$ cat config.mk
export PLATFORM = sky130hd
export DESIGN_NAME = apb_master_bridge
export DESIGN_NICKNAME = d
export VERILOG_FILES = /design/src/rtl/apb_master_bridge.sv
export SDC_FILE = /design/constraint.sdc
export NUM_CORES = 1
export LEC_CHECK = 0
export BUFFER_PORTS_ARGS = -buffer_cell sky130_fd_sc_hd__buf_2
export CAP_MARGIN = 20
export CORE_ASPECT_RATIO = 0.8
export CORE_MARGIN = 4
export CORE_UTILIZATION = 45
export CTS_BUF_LIST = sky130_fd_sc_hd__clkbuf_4 sky130_fd_sc_hd__clkbuf_8 sky130_fd_sc_hd__clkbuf_16
export CTS_CLUSTER_DIAMETER = 100
export CTS_CLUSTER_SIZE = 28
export DETAILED_ROUTE_END_ITERATION = 12
export PLACE_DENSITY_LB_ADDON = 0.15
export SYNTH_ARGS = -nofsm -noshare
export SYNTH_HDL_FRONTEND = slang
export SYNTH_SLANG_ARGS = --single-unit
$ cat constraint.sdc
create_clock -name PCLK -period 2.3 [get_ports PCLK]
set_input_delay 0.345 -clock PCLK [delete_from_list [all_inputs] [get_ports PCLK]]
set_output_delay 0.345 -clock PCLK [all_outputs]
set_load 0.03 [all_outputs]
$ cat src/rtl/apb_master_bridge.sv
// apb_master_bridge
// APB4 initiator. Takes single-beat read/write commands on a valid/ready
// command port, decodes them to one of two slave windows, runs the
// SETUP/ACCESS handshake (with an optional PREADY timeout) and returns the
// result on a valid/ready response port. One command outstanding at a time.
module apb_master_bridge #(
  parameter int                    ADDR_WIDTH     = 32,
  parameter int                    DATA_WIDTH     = 32,
  parameter logic [ADDR_WIDTH-1:0] A_START_SLAVE0 = 32'h0000_1000,
  parameter logic [ADDR_WIDTH-1:0] A_END_SLAVE0   = 32'h0000_1FFF,
  parameter logic [ADDR_WIDTH-1:0] A_START_SLAVE1 = 32'h0000_2000,
  parameter logic [ADDR_WIDTH-1:0] A_END_SLAVE1   = 32'h0000_2FFF,
  parameter int                    TIMEOUT_CYCLES = 16
) (
  input  logic                  PCLK,
  input  logic                  PRESETn,
  // command port
  input  logic                  cmd_valid,
  output logic                  cmd_ready,
  input  logic                  cmd_write,
  input  logic [ADDR_WIDTH-1:0] cmd_addr,
  input  logic [DATA_WIDTH-1:0] cmd_wdata,
  input  logic [3:0]            cmd_strb,
  input  logic [2:0]            cmd_prot,
  // response port
  output logic                  rsp_valid,
  input  logic                  rsp_ready,
  output logic [DATA_WIDTH-1:0] rsp_rdata,
  output logic                  rsp_err,
  output logic                  rsp_timeout,
  // APB
  output logic [1:0]            PSEL,
  output logic                  PENABLE,
  output logic                  PWRITE,
  output logic [ADDR_WIDTH-1:0] PADDR,
  output logic [DATA_WIDTH-1:0] PWDATA,
  output logic [3:0]            PSTRB,
  output logic [2:0]            PPROT,
  input  logic [DATA_WIDTH-1:0] PRDATA,
  input  logic                  PREADY,
  input  logic                  PSLVERR
);

  typedef enum logic [1:0] {
    ST_IDLE,
    ST_SETUP,
    ST_ACCESS,
    ST_RESP
  } state_t;

  // Counter wide enough to hold TIMEOUT_CYCLES; at least one bit so the
  // design still elaborates with the timeout disabled.
  localparam int              CNT_W      = (TIMEOUT_CYCLES > 1) ? $clog2(TIMEOUT_CYCLES + 1) : 1;
  localparam bit              TIMEOUT_EN = (TIMEOUT_CYCLES != 0);
  localparam logic [CNT_W-1:0] CNT_LAST  = (TIMEOUT_CYCLES > 0) ? CNT_W'(TIMEOUT_CYCLES - 1) : '0;

  state_t           state_q, state_d;
  logic             sel_q;          // 0 = slave 0, 1 = slave 1
  logic [CNT_W-1:0] wait_cnt_q;

  logic hit0, hit1, hit_any;
  logic accept, xfer_done, xfer_timeout;

  // Address decode; slave 0 window takes priority if the windows overlap.
  always_comb begin
    hit0    = (cmd_addr >= A_START_SLAVE0) && (cmd_addr <= A_END_SLAVE0);
    hit1    = (cmd_addr >= A_START_SLAVE1) && (cmd_addr <= A_END_SLAVE1);
    hit_any = hit0 || hit1;
  end

  // State register.
  always_ff @(posedge PCLK) begin
    // NOTE: sequential state uses non-blocking (<=) so every register in the
    // design samples pre-edge values, independent of statement order.
    if (!PRESETn) state_q <= ST_IDLE;
    else          state_q <= state_d;
  end

  // Next-state logic and state-decoded outputs.
  always_comb begin
    // NOTE: every signal written here gets a default first; a path that
    // left one unassigned would infer a latch.
    state_d      = state_q;
    cmd_ready    = 1'b0;
    rsp_valid    = 1'b0;
    PSEL         = 2'b00;
    PENABLE      = 1'b0;
    accept       = 1'b0;
    xfer_done    = 1'b0;
    xfer_timeout = 1'b0;

    case (state_q)
      ST_IDLE: begin
        cmd_ready = 1'b1;
        if (cmd_valid) begin
          accept  = 1'b1;
          state_d = hit_any ? ST_SETUP : ST_RESP;
        end
      end
      ST_SETUP: begin
        PSEL    = sel_q ? 2'b10 : 2'b01;
        state_d = ST_ACCESS;
      end
      ST_ACCESS: begin
        PSEL    = sel_q ? 2'b10 : 2'b01;
        PENABLE = 1'b1;
        // PREADY in the last allowed cycle still counts as completion.
        if (PREADY) begin
          xfer_done = 1'b1;
          state_d   = ST_RESP;
        end else if (TIMEOUT_EN && (wait_cnt_q == CNT_LAST)) begin
          xfer_timeout = 1'b1;
          state_d      = ST_RESP;
        end
      end
      ST_RESP: begin
        rsp_valid = 1'b1;
        if (rsp_ready) state_d = ST_IDLE;
      end
      default: state_d = ST_IDLE;
    endcase
  end

  // Command capture, wait counting and response registers.
  always_ff @(posedge PCLK) begin
    if (!PRESETn) begin
      sel_q       <= 1'b0;
      wait_cnt_q  <= '0;
      PWRITE      <= 1'b0;
      PADDR       <= '0;
      PWDATA      <= '0;
      PSTRB       <= 4'b0000;
      PPROT       <= 3'b000;
      rsp_rdata   <= '0;
      rsp_err     <= 1'b0;
      rsp_timeout <= 1'b0;
    end else begin
      if (accept) begin
        // A decode miss goes straight to the response with an error.
        rsp_rdata   <= '0;
        rsp_err     <= !hit_any;
        rsp_timeout <= 1'b0;
        // Bus-facing registers only move for a real transfer, so the APB
        // signals keep their last value across decode misses.
        if (hit_any) begin
          sel_q      <= !hit0;
          wait_cnt_q <= '0;
          PWRITE     <= cmd_write;
          PADDR      <= cmd_addr;
          PWDATA     <= cmd_wdata;
          // Reads must drive all-zero strobes.
          PSTRB      <= cmd_write ? cmd_strb : 4'b0000;
          PPROT      <= cmd_prot;
        end
      end

      if ((state_q == ST_ACCESS) && !PREADY && !xfer_timeout)
        wait_cnt_q <= wait_cnt_q + 1'b1;

      // PSLVERR is only meaningful in the completing ACCESS cycle.
      if (xfer_done) begin
        rsp_rdata <= PWRITE ? '0 : PRDATA;
        rsp_err   <= PSLVERR;
      end

      if (xfer_timeout) begin
        rsp_rdata   <= '0;
        rsp_err     <= 1'b1;
        rsp_timeout <= 1'b1;
      end
    end
  end

endmodule

==> metrics.md <==
| Metric | Value |
|---|---|
| Synth cell types | `43` |
| Power Density | `981 nW/µm²` |
| Seq pwr share | `35.3%` |
| CTS buffer count | `17` |
| Psw | `1.61 mW` |
| Final wirelength | `13.2 mm` |
| DP Wirelength | `9.26 mm` |
| YS warnings | `0` |
| Number of top-level pins | `221` |
| Clk sinks | `114` |
| Nets | `798` |
| Most common cell on crit path | `ha_1` |
| Clock Path Buffers | `2` |
| CP Depth | `6` |
| HP Class | `in2reg` |
| Peak VDD IR | `0.752 mV` |
| Max FO, Critical Path | `9` |
| Starting Density | `46.5%` |
| Mapped Cells | `472` |
| Layout cells sized above 1 | `39.7%` |
| CP max stage delay | `520 ps` |
| Result of the run | `complete, no violations` |
| Worst EP arrival | `2490 ps` |
| GRT Overall Usage | `22.6%` |
| Worst Path Buf+Inv | `0` |
| Largest net degree at the start of global routing | `53` |
| Die ar. | `11100 µm²` |
| Slew @ Worst Pin | `459 ps` |
| Area of the mapped netlist | `4250 µm²` |
| Resize count post-CTS | `0` |
| Crit path time final | `2160 ps` |
| CTS root buffer | `clkbuf_16` |
| Main synth FF type | `dfxtp_1` |
| Routability-driven placement congestion ratio | `0.779` |
| CTS tree | `done` |
| Post-synth top cells | `dfxtp_1, nand3_1, o21ai_1, a21oi_1, nor2_1` |
| Internal | `4.38 mW` |
| CP delay by family, top | `simple AND/OR/NAND/NOR gates` |
| Final setup violation count | `0` |
| Initial DRC Count | `374` |
| Port Buf Inserts | `220` |
| Core ar. | `9150 µm²` |
| H-tree depth | `4` |
| Worst rel slew slack | `69.3%` |
| Slew Limit Fails | `0` |
| Slowest CP cell | `or4_4` |
| WL/cell | `16.2 µm` |
| Postcts setup bufs | `0` |
| Cells on worst reg2reg path | `6` |
| Post-synth ARST share | `0%` |
| Clock skew | `4.38 ps` |
| Type of the worst setup path | `reg2reg` |
| Clock Power Share | `47.9%` |
| Logic pwr share | `16.8%` |
| Inserted Diodes | `0` |
| Clock slew at reported path FFs | `50 ps` |
| Period utilization | `94.0%` |
| Fin. Hold Viols | `0` |
| Switching share of power | `26.9%` |
| Clk_lat worst skew | `400 ps` |
| Cts hold-fix bufs | `0` |
| Yosys reg bits | `114` |
| RSZ-0062 raised after global routing | `no` |
| Avg Inst Size Synth | `9.01 µm²` |
| Pre-Repair DR Iteration Count | `5` |
| GRT overflow | `0` |
| Routed Antenna Nets | `0` |
| Dpl cells | `778` |
| Layout Cells excl Fill | `811` |
| Site row count | `31` |
| Share of the synthesized area in the top cell type | `53.6%` |
| Synth top area cells | `dfxtp_1, nand3_1, o21ai_1` |
| Number of global-route vias before repair | `4020` |
| Via count | `4362` |
| Die width | `117 µm` |
| Maximum clock frequency | `0.462 GHz` |
| Number of synthesized flops with an enable pin | `0` |
| First-pass GRT wire length | `19.7 mm` |
| CP startpoint kind | `flop` |
| Critical Path End Type | `flop` |
| Vias per cell | `5.38` |
| Required @ worst endpoint | `2630 ps` |
| Area Overhead vs Synth | `43.4%` |
| Dominant cell type by area after synthesis | `dfxtp_1` |
| Maxcap violations | `0` |
| Setup TNS | `0 ps` |
| Initial antenna violation count | `0` |
| DR DRC count | `0` |
| Die Ht | `95.0 µm` |
| Syn_nets | `587` |
| Post-synthesis sequential area ratio | `53.6%` |
| Crit-path cells | `ha_1, and3_1, ha_1, or3b_1, or4_4, o211ai_2` |
| Most common cell in the netlist | `dfxtp_1` |
| Hold Path Stages | `3` |
| Leak Pwr | `2.85 nW` |
[per-stage QoR]
| step | utilization [%] | instance area [µm²] | setup WS [ps] | total power [mW] | hold slack, ps |
|---|---|---|---|---|---|
| CTS | 66.3 | 6070 | 49.4 | 5.97 | 162 |
| finish | 66.6 | 6100 | 137 | 5.99 | 177 |
| floorplan | - | 4250 | 302 | 2.78 | 437 |
| global placement | 59.2 | 5420 | 231 | 3.07 | 435 |
| detailed placement | 59.2 | 5420 | 112 | 3.10 | 446 |
| global route | 66.6 | 6100 | 77.5 | 6.21 | 167 |
[final cells by class]
class                   instances  area [µm²]
fillers                       752        3050
well taps                     115         144
repair buffers                236        1250
clock inverters                13         208
multi-input cells             308        1740
inverters                       6        22.5
flip-flops and latches        114        2280
clock buffers                  19         447
[layer usage]
metal	vias to the layer above	track usage [%]	wire length (µm)
met2	198	35.7	6220
met1	2019	29.5	5670
met4	0	8.98	225
li1	2124	-	-
met3	21	5.77	1040
met5	-	0	0
[logic make-up (layout without fill, tap and decap cells)]
kind of cell	Yosys count	after routing	share of synthesized area, %
AO/OA/AOI/OAI	146	146	19.9
XOR/XNOR	1	1	0.206
adder cells (fa/ha/maj)	5	5	1.47
buffers and inverters	50	274	5.44
flip-flops	114	114	53.6
multiplexers	4	4	0.941
AND/OR/NAND/NOR	152	152	18.4
[flip-flops by register name (all words and copies together), names as in the netlist]
signal,cells
rsp_rdata,32
PADDR,32
rsp_timeout,1
PWRITE,1
PSTRB,4
rsp_err,1
wait_cnt_q,5
state_q,2
PPROT,3
PWDATA,32
sel_q,1
[cell usage in the layout, fill, tap and decap left out, types with 5 or more instances in the layout]
cell type / instances
a21oi_1: 50
a22oi_1: 32
and3_1: 19
buf_2: 220
buf_4: 14
bufinv_16: 5
clkbuf_16: 17
dfxtp_1: 114
ha_1: 5
inv_1: 5
nand2_1: 13
nand3_1: 60
nor2_1: 33
o21ai_1: 53
[worst min-delay path, delay by kind of cell]
kind / cells / cell delay, ps
buffers and inverters: 1 / 70
AO/OA/AOI/OAI: 1 / 50
AND/OR/NAND/NOR: 1 / 70
[power groups by stage]
stage | Sequential [mW] | Combinational [mW] | Clock (mW)
4_1_cts | 2.11 | 0.950 | 2.92
5_1_grt | 2.12 | 1.08 | 3.01
3_3_place_gp | 2.14 | 0.930 | 0
6_report | 2.11 | 1.01 | 2.87
2_1_floorplan | 2.27 | 0.512 | 0
3_5_place_dp | 2.15 | 0.946 | 0
[path summary, 6_finish.rpt]
check / endpoint / slack, ps / start
setup / recovery: wait_cnt_q[3] / 140 / wait_cnt_q[0]
hold / removal: rsp_rdata[27] / 180 / PRDATA[27]
setup reg to reg: wait_cnt_q[3] / 140 / wait_cnt_q[0]
hold reg to reg: PADDR[13] / 450 / PADDR[13]
(Power assumes the default switching activity.)
